==> config.mk <==
export PLATFORM = sky130hd
export DESIGN_NAME = red_pitaya_iir_cascade
export DESIGN_NICKNAME = d
export VERILOG_FILES = /design/src/rtl/red_pitaya_iir_cascade.sv
export SDC_FILE = /design/constraint.sdc
export NUM_CORES = 2
export LEC_CHECK = 0
export CAP_MARGIN = 20
export CORE_MARGIN = 4
export CORE_UTILIZATION = 30
export CTS_BUF_LIST = sky130_fd_sc_hd__clkbuf_2 sky130_fd_sc_hd__clkbuf_4 sky130_fd_sc_hd__clkbuf_8
export CTS_CLUSTER_SIZE = 25
export DETAILED_ROUTE_END_ITERATION = 10
export DONT_BUFFER_PORTS = 1
export PLACE_DENSITY = 0.44
export SKIP_LAST_GASP = 1
export SYNTH_ARGS = -nofsm -noshare
export SYNTH_HDL_FRONTEND = slang
export SYNTH_HIERARCHICAL = 1
export SYNTH_SLANG_ARGS = --single-unit
export TNS_END_PERCENT = 100
==> constraint.sdc <==
create_clock -name clk_i -period 8.74 [get_ports clk_i]
set_clock_uncertainty 0.2 [all_clocks]
set_input_delay 1.311 -clock clk_i [delete_from_list [all_inputs] [get_ports clk_i]]
set_output_delay 1.311 -clock clk_i [all_outputs]
set_load 0.01 [all_outputs]
==> src/rtl/red_pitaya_iir_cascade.sv <==
// Cascade of first-order IIR low/high-pass stages with bypass, bumpless
// reconfiguration, settle tracking and a sticky highpass saturation flag.

module red_pitaya_iir_stage #(
    parameter int SHIFTBITS = 4,
    parameter int IW        = 16,
    parameter int MINSHIFT  = 2,
    parameter int MAXSHIFT  = 17
) (
    input  logic                 clk_i,
    input  logic                 rstn_i,
    input  logic [7:0]           i_cfg,
    input  logic signed [IW-1:0] i_x,
    output logic signed [IW-1:0] o_out,
    output logic                 o_clip,
    output logic                 o_idle_next
);
    localparam int ACCW = IW + MAXSHIFT;
    localparam int CNTW = MAXSHIFT + 3;

    logic [7:0]             r_cfg;
    logic signed [ACCW-1:0] r_acc;
    logic signed [IW-1:0]   r_out;
    logic [CNTW-1:0]        r_cnt;

    logic [7:0]             w_seff_cur;
    logic [7:0]             w_seff_new;
    logic                   w_change;
    logic signed [ACCW-1:0] w_xs;
    logic signed [ACCW:0]   w_diff;
    logic signed [ACCW:0]   w_step;
    logic signed [ACCW-1:0] w_acc_next;
    logic signed [IW-1:0]   w_lp;
    logic signed [IW:0]     w_hpd;
    logic [CNTW-1:0]        w_cnt_reload;
    logic signed [ACCW-1:0] w_acc_d;
    logic signed [IW-1:0]   w_out_d;
    logic [CNTW-1:0]        w_cnt_d;
    logic                   w_clip;

    assign w_seff_cur   = 8'(r_cfg[SHIFTBITS-1:0]) + 8'(MINSHIFT);
    assign w_seff_new   = 8'(i_cfg[SHIFTBITS-1:0]) + 8'(MINSHIFT);
    assign w_change     = (i_cfg != r_cfg);
    assign w_cnt_reload = CNTW'(4) << w_seff_new;

    // Accumulator holds the lowpass state scaled by 2^MAXSHIFT.
    assign w_xs       = {i_x, {MAXSHIFT{1'b0}}};
    assign w_diff     = {w_xs[ACCW-1], w_xs} - {r_acc[ACCW-1], r_acc};
    assign w_step     = w_diff >>> w_seff_cur;
    assign w_acc_next = r_acc + ACCW'(w_step);
    assign w_lp       = w_acc_next[ACCW-1:MAXSHIFT];
    assign w_hpd      = {i_x[IW-1], i_x} - {w_lp[IW-1], w_lp};

    always_comb begin
        w_acc_d = w_xs;
        w_out_d = i_x;
        w_clip  = 1'b0;
        w_cnt_d = (r_cnt != '0) ? r_cnt - CNTW'(1) : '0;
        if (w_change) begin
            // Preload from the current input so enabling is bumpless.
            w_cnt_d = i_cfg[7] ? w_cnt_reload : '0;
            if (i_cfg[7] && i_cfg[6])
                w_out_d = '0;
        end else if (r_cfg[7]) begin
            w_acc_d = w_acc_next;
            if (r_cfg[6]) begin
                w_clip  = (w_hpd[IW] != w_hpd[IW-1]);
                w_out_d = w_clip ? {w_hpd[IW], {(IW-1){~w_hpd[IW]}}} : w_hpd[IW-1:0];
            end else begin
                w_out_d = w_lp;
            end
        end
    end

    always_ff @(posedge clk_i) begin
        if (!rstn_i) begin
            r_cfg <= '0;
            r_acc <= '0;
            r_out <= '0;
            r_cnt <= '0;
        end else begin
            r_cfg <= i_cfg;
            r_acc <= w_acc_d;
            r_out <= w_out_d;
            r_cnt <= w_cnt_d;
        end
    end

    assign o_out       = r_out;
    assign o_clip      = w_clip;
    assign o_idle_next = (w_cnt_d == '0);
endmodule

module red_pitaya_iir_cascade #(
    parameter int STAGES          = 4,
    parameter int SHIFTBITS       = 4,
    parameter int SIGNALBITS      = 14,
    parameter int EXTRAOUTPUTBITS = 2,
    parameter int MINSHIFT        = 2
) (
    input  logic                                        clk_i,
    input  logic                                        rstn_i,
    input  logic [8*STAGES-1:0]                         set_filter,
    input  logic signed [SIGNALBITS-1:0]                dat_i,
    output logic signed [SIGNALBITS+EXTRAOUTPUTBITS-1:0] dat_o,
    output logic                                        settled_o,
    output logic                                        sat_o,
    input  logic                                        sat_clr_i
);
    localparam int IW       = SIGNALBITS + EXTRAOUTPUTBITS;
    localparam int MAXSHIFT = (1 << SHIFTBITS) - 1 + MINSHIFT;

    logic [STAGES-1:0][IW-1:0] w_x;
    logic [STAGES-1:0][IW-1:0] w_out;
    logic [STAGES-1:0]         w_clip;
    logic [STAGES-1:0]         w_idle;
    logic                      r_settled;
    logic                      r_sat;

    assign w_x[0] = IW'(dat_i) << EXTRAOUTPUTBITS;

    genvar k;
    generate
        for (k = 0; k < STAGES; k++) begin : g_stage
            if (k > 0) begin : g_chain
                assign w_x[k] = w_out[k-1];
            end
            red_pitaya_iir_stage #(
                .SHIFTBITS (SHIFTBITS),
                .IW        (IW),
                .MINSHIFT  (MINSHIFT),
                .MAXSHIFT  (MAXSHIFT)
            ) u_stage (
                .clk_i       (clk_i),
                .rstn_i      (rstn_i),
                .i_cfg       (set_filter[8*k +: 8]),
                .i_x         (w_x[k]),
                .o_out       (w_out[k]),
                .o_clip      (w_clip[k]),
                .o_idle_next (w_idle[k])
            );
        end
    endgenerate

    // A clip in the same cycle as a clear wins.
    always_ff @(posedge clk_i) begin
        if (!rstn_i) begin
            r_settled <= 1'b1;
            r_sat     <= 1'b0;
        end else begin
            r_settled <= &w_idle;
            if (|w_clip)
                r_sat <= 1'b1;
            else if (sat_clr_i)
                r_sat <= 1'b0;
        end
    end

    assign dat_o     = w_out[STAGES-1];
    assign settled_o = r_settled;
    assign sat_o     = r_sat;
endmodule

==> flow_metrics.py <==
metrics = {
    "clock_tree": {
        "clk_path_buf_depth": 3,
        "cts_buffers": 73,
        "clk_pin_slew_ps": 50,
        "clock-sinks": 310,
        "cts-hold-fix-buffers": 0,
        "root_buffer": "clkbuf_8",
        "clk_latency_ps": 740,
        "cts_tree": "built",
        "htreeDepth": 3,
    },
    "synthesis": {
        "yosys.area_share.adder": 0.09507,
        "synth_compound_area_frac": 0.3033,
        "synth_top_area_frac": 0.1646,
        "synth-xor-area-share": 0.07734,
        "yosysTopAreaCell": "dfxtp_1",
        "syn-cell-area_sq_mm": 0.03769,
        "synth_mux_area_frac": 0.06493,
        "async_flop_share": 0,
        "yosys-top-cells-area": "dfxtp_1 (16%), ha_1 (9.0%), a21oi_1 (6.3%)",
        "ys_seq_elements": 310,
        "synth_top_family_by_area": "compound AO/OA/AOI/OAI gates",
        "synth.distinct_cells": 116,
        "synth_cells": 5199,
        "synth_edf_count": 0,
        "avgSynthCellArea_sq_um": 7.250,
        "ys.flop_type": "dfxtp_1",
        "yosys.area_share.simple": 0.2367,
        "ys_warn_count": 6,
        "seq_area_frac_synth": 0.1646,
    },
    "pwr": {
        "p_leak_nw": 20.85,
        "ir_worst_vdd_uv": 102.5,
        "p_switching_w": 0.003204,
        "p_per_area_mw_per_mm2": 166.2,
        "internal-power_w": 0.004603,
        "p_sw_frac": 0.4104,
        "pwr-share-clk": 0.250,
        "p_seq_frac": 0.192,
        "pwr-share-comb": 0.559,
    },
    "timing": {
        "slew_viol_final": 0,
        "rsz0062_at_grt": "true",
        "finalHoldWorstSlack_ps": 257.3,
        "relSlewSlack": 0.2409,
        "setup_tns_ps": 0,
        "max_slew.worst_pin.slew_ps": 1133,
        "period_minus_slack_ps": 8399,
        "min_period_over_period": 0.9609,
        "setup_viol": 0,
        "hold_violations": 0,
        "max_freq_ghz": 0.1191,
    },
    "die": {
        "die_h_microns": 362.5,
        "die_w_microns": 362.5,
        "initial_core_util": 0.3033,
        "die-area_sq_mm": 0.1314,
        "core_region_area_sq_mm": 0.1243,
        "row_count": 129,
        "ios": 67,
    },
    "final_layout": {
        "final_area_sq_mm": 0.04699,
        "mostFrequentLayoutCells": "buf_4 (814), nor2_1 (514), nand2_1 (462)",
        "area_delta_synth_final_pct": 24.65,
        "fin_cells": 7507,
        "fin_nets": 6140,
        "final_common_cell": "buf_4",
        "layout-drive-gt1-share": 0.2169,
        "utilization": 0.3781,
    },
    "critical_path": {
        "reg2reg_slack_ps": 340,
        "cp_max_fo": 5,
        "cp_data_required_time_ps": 9160,
        "crit_path_max_incr_delay_ps": 580,
        "r2r_end": "g_stage[1].u_stage/o_out[4]$_SDFF_PN0_",
        "cp-start-kind": "flop",
        "crit_path_end_kind": "flop",
        "cp.arrival_ps": 8820,
        "worstSetupPathType": "reg2reg",
        "r2r-start": "g_stage[0].u_stage/o_out[0]$_SDFF_PN0_",
        "cpMaxStageDelayCell": "o41a_1",
        "rr_worst_depth": 35,
        "critPathMostFrequentCell": "buf_4",
    },
    "placed_design": {
        "place.gp.congestion": 0.9476,
        "dp_cells": 7357,
        "dpl.hpwl_microns": 120600,
        "portBuffers": 0,
        "dpl_cell_area_sq_mm": 0.04455,
    },
    "detailed_routing": {
        "via_count": 41190,
        "drt-pass1-iter-count": 6,
        "top_layer": "met4",
        "routedWlPerCell_microns": 20.19,
        "routed_via_density": 5.487,
        "wl_met2_microns": 67290,
        "wl_met3_microns": 7092,
        "wl_microns": 151600,
        "ant_nets": 0,
        "wl_met1_microns": 73410,
        "drc": 0,
        "drt_iter0_drc": 3399,
    },
    "grt": {
        "antenna_found_initial": 4,
        "grt_overflow": 0,
        "grt_pass1_vias": 39150,
        "track_usage": 0.2218,
        "grt_pass1_wl_microns": 233100,
        "grt_max_degree": 146,
    },
    "min_path": {
        "min_to": "g_stage[1].u_stage/r_cnt[0]$_SDFF_PN0_",
        "min_path_type": "reg2reg",
        "min_from": "g_stage[1].u_stage/r_cnt[0]$_SDFF_PN0_",
        "worstHoldPathCells": 1,
    },
    "run": {
        "cap_violations": 0,
    },
    "status": {
        "outcome": "finished clean",
    },
}
[metal layers]
layer  track usage  up-vias
li1              -    20450
met1        0.3151    19550
met2        0.3551     1019
met3       0.02395      164
met4       0.06157        0
met5             0        -
[state kept, by name, summed over array words and instances (netlist names)]
name                   count
g_stage.u_stage/o_out     64
g_stage.u_stage/r_cfg     32
g_stage.u_stage/r_cnt     80
settled_o                  1
g_stage.u_stage/r_acc    132
sat_o                      1
[metrics by stage]
| step | total power, W | setup WS [ps] |
|---|---|---|
| global route | 0.008354 | -34.19 |
| CTS | 0.007732 | -22.64 |
| detailed placement | 0.005681 | -353.0 |
| finish | 0.007807 | 341.4 |
| global placement | 0.005701 | -341.8 |
| floorplan | 0.003979 | 127.4 |
[timing repair]
item	4_1_cts	5_1_grt
pin swaps	1	50
resized for setup	13	150
setup endpoints to repair	17	64
setup buffers	2	14
endpoints found under the hold margin	0	0
[power groups by stage]
stage                     Sequential [W]  Combinational, W  Clock [W]
after CTS                        0.00150           0.00419    0.00204
after floorplan                  0.00150           0.00248          0
after global placement           0.00153           0.00418          0
final                            0.00150           0.00436    0.00195
after global routing             0.00150           0.00476    0.00209
after detailed placement         0.00153           0.00416          0
[worst max-delay path by stage]
stage	start	end
finish	g_stage[0].u_stage/o_out[0]$_SDFF_PN0_	g_stage[1].u_stage/o_out[4]$_SDFF_PN0_
CTS	g_stage[1].u_stage/o_out[1]$_SDFF_PN0_	g_stage[2].u_stage/o_out[12]$_SDFF_PN0_
global placement	g_stage[2].u_stage/r_acc[0]$_SDFF_PP0_	g_stage[2].u_stage/o_out[12]$_SDFF_PN0_
global route	g_stage[0].u_stage/o_out[0]$_SDFF_PN0_	g_stage[1].u_stage/o_out[13]$_SDFF_PN0_
floorplan	dat_i[1]	sat_o$_SDFFE_PN0P_
detailed placement	dat_i[3]	sat_o$_SDFFE_PN0P_
[logic make-up after synthesis]
family / count (synthesis)
xor gates and xnor gates: 332
other: 1
AOI/OAI and AO/OA: 1725
and+or+nand+nor: 1828
adders and majority gates: 282
DFF: 310
buffers and inverters: 513
muxes: 208
[cells in the mapped netlist, types with 16 or more instances]
cell type  instances
a2111oi_0         16
nor2_1           522
mux4_2            20
o221ai_1          23
a31oi_1           64
a221oi_1          19
a211o_1           26
o22a_1            18
o31ai_1           45
nor4_1            48
or2_2             30
o311ai_0          16
and3_1            54
and2_1           130
mux2_2            65
o22ai_1           83
xor2_1           107
nor3_1           121
a21boi_0          25
o21a_1            51
nor2b_1           52
nand3_1          138
ha_1             272
nand2b_1          64
o41ai_1           17
xnor2_1          224
a21o_1           130
mux2i_1          120
dfxtp_1          310
a21oi_1          475
clkbuf_1         224
or4_1             28
o21ai_0          300
inv_1            216
clkbuf_8          16
nand2_1          465
o21bai_1          28
or3_1             41
a211oi_1          89
buf_1             23
o211ai_1          72
nand4_1           58
[area by class of cell]
type                       instances  area (sq um)
clock buffer                     106          1334
timing repair buffer             818          6190
clock inverter                    27         282.8
tap                             1637          2048
sequential                       310          6216
inverter                         224         840.8
fill                           13220         77300
multi-input combinational       4384         30070
antenna                            1         2.502
[critical path, delay by kind of cell (launching register included)]
family | cells | cell delay [ps]
AOI/OAI and AO/OA | 14 | 3290
muxes | 4 | 1070
adders and majority gates | 3 | 940
DFF | 1 | 370
xor gates and xnor gates | 2 | 480
buffers and inverters | 6 | 970
and+or+nand+nor | 6 | 990
(Power assumes the default switching activity.)
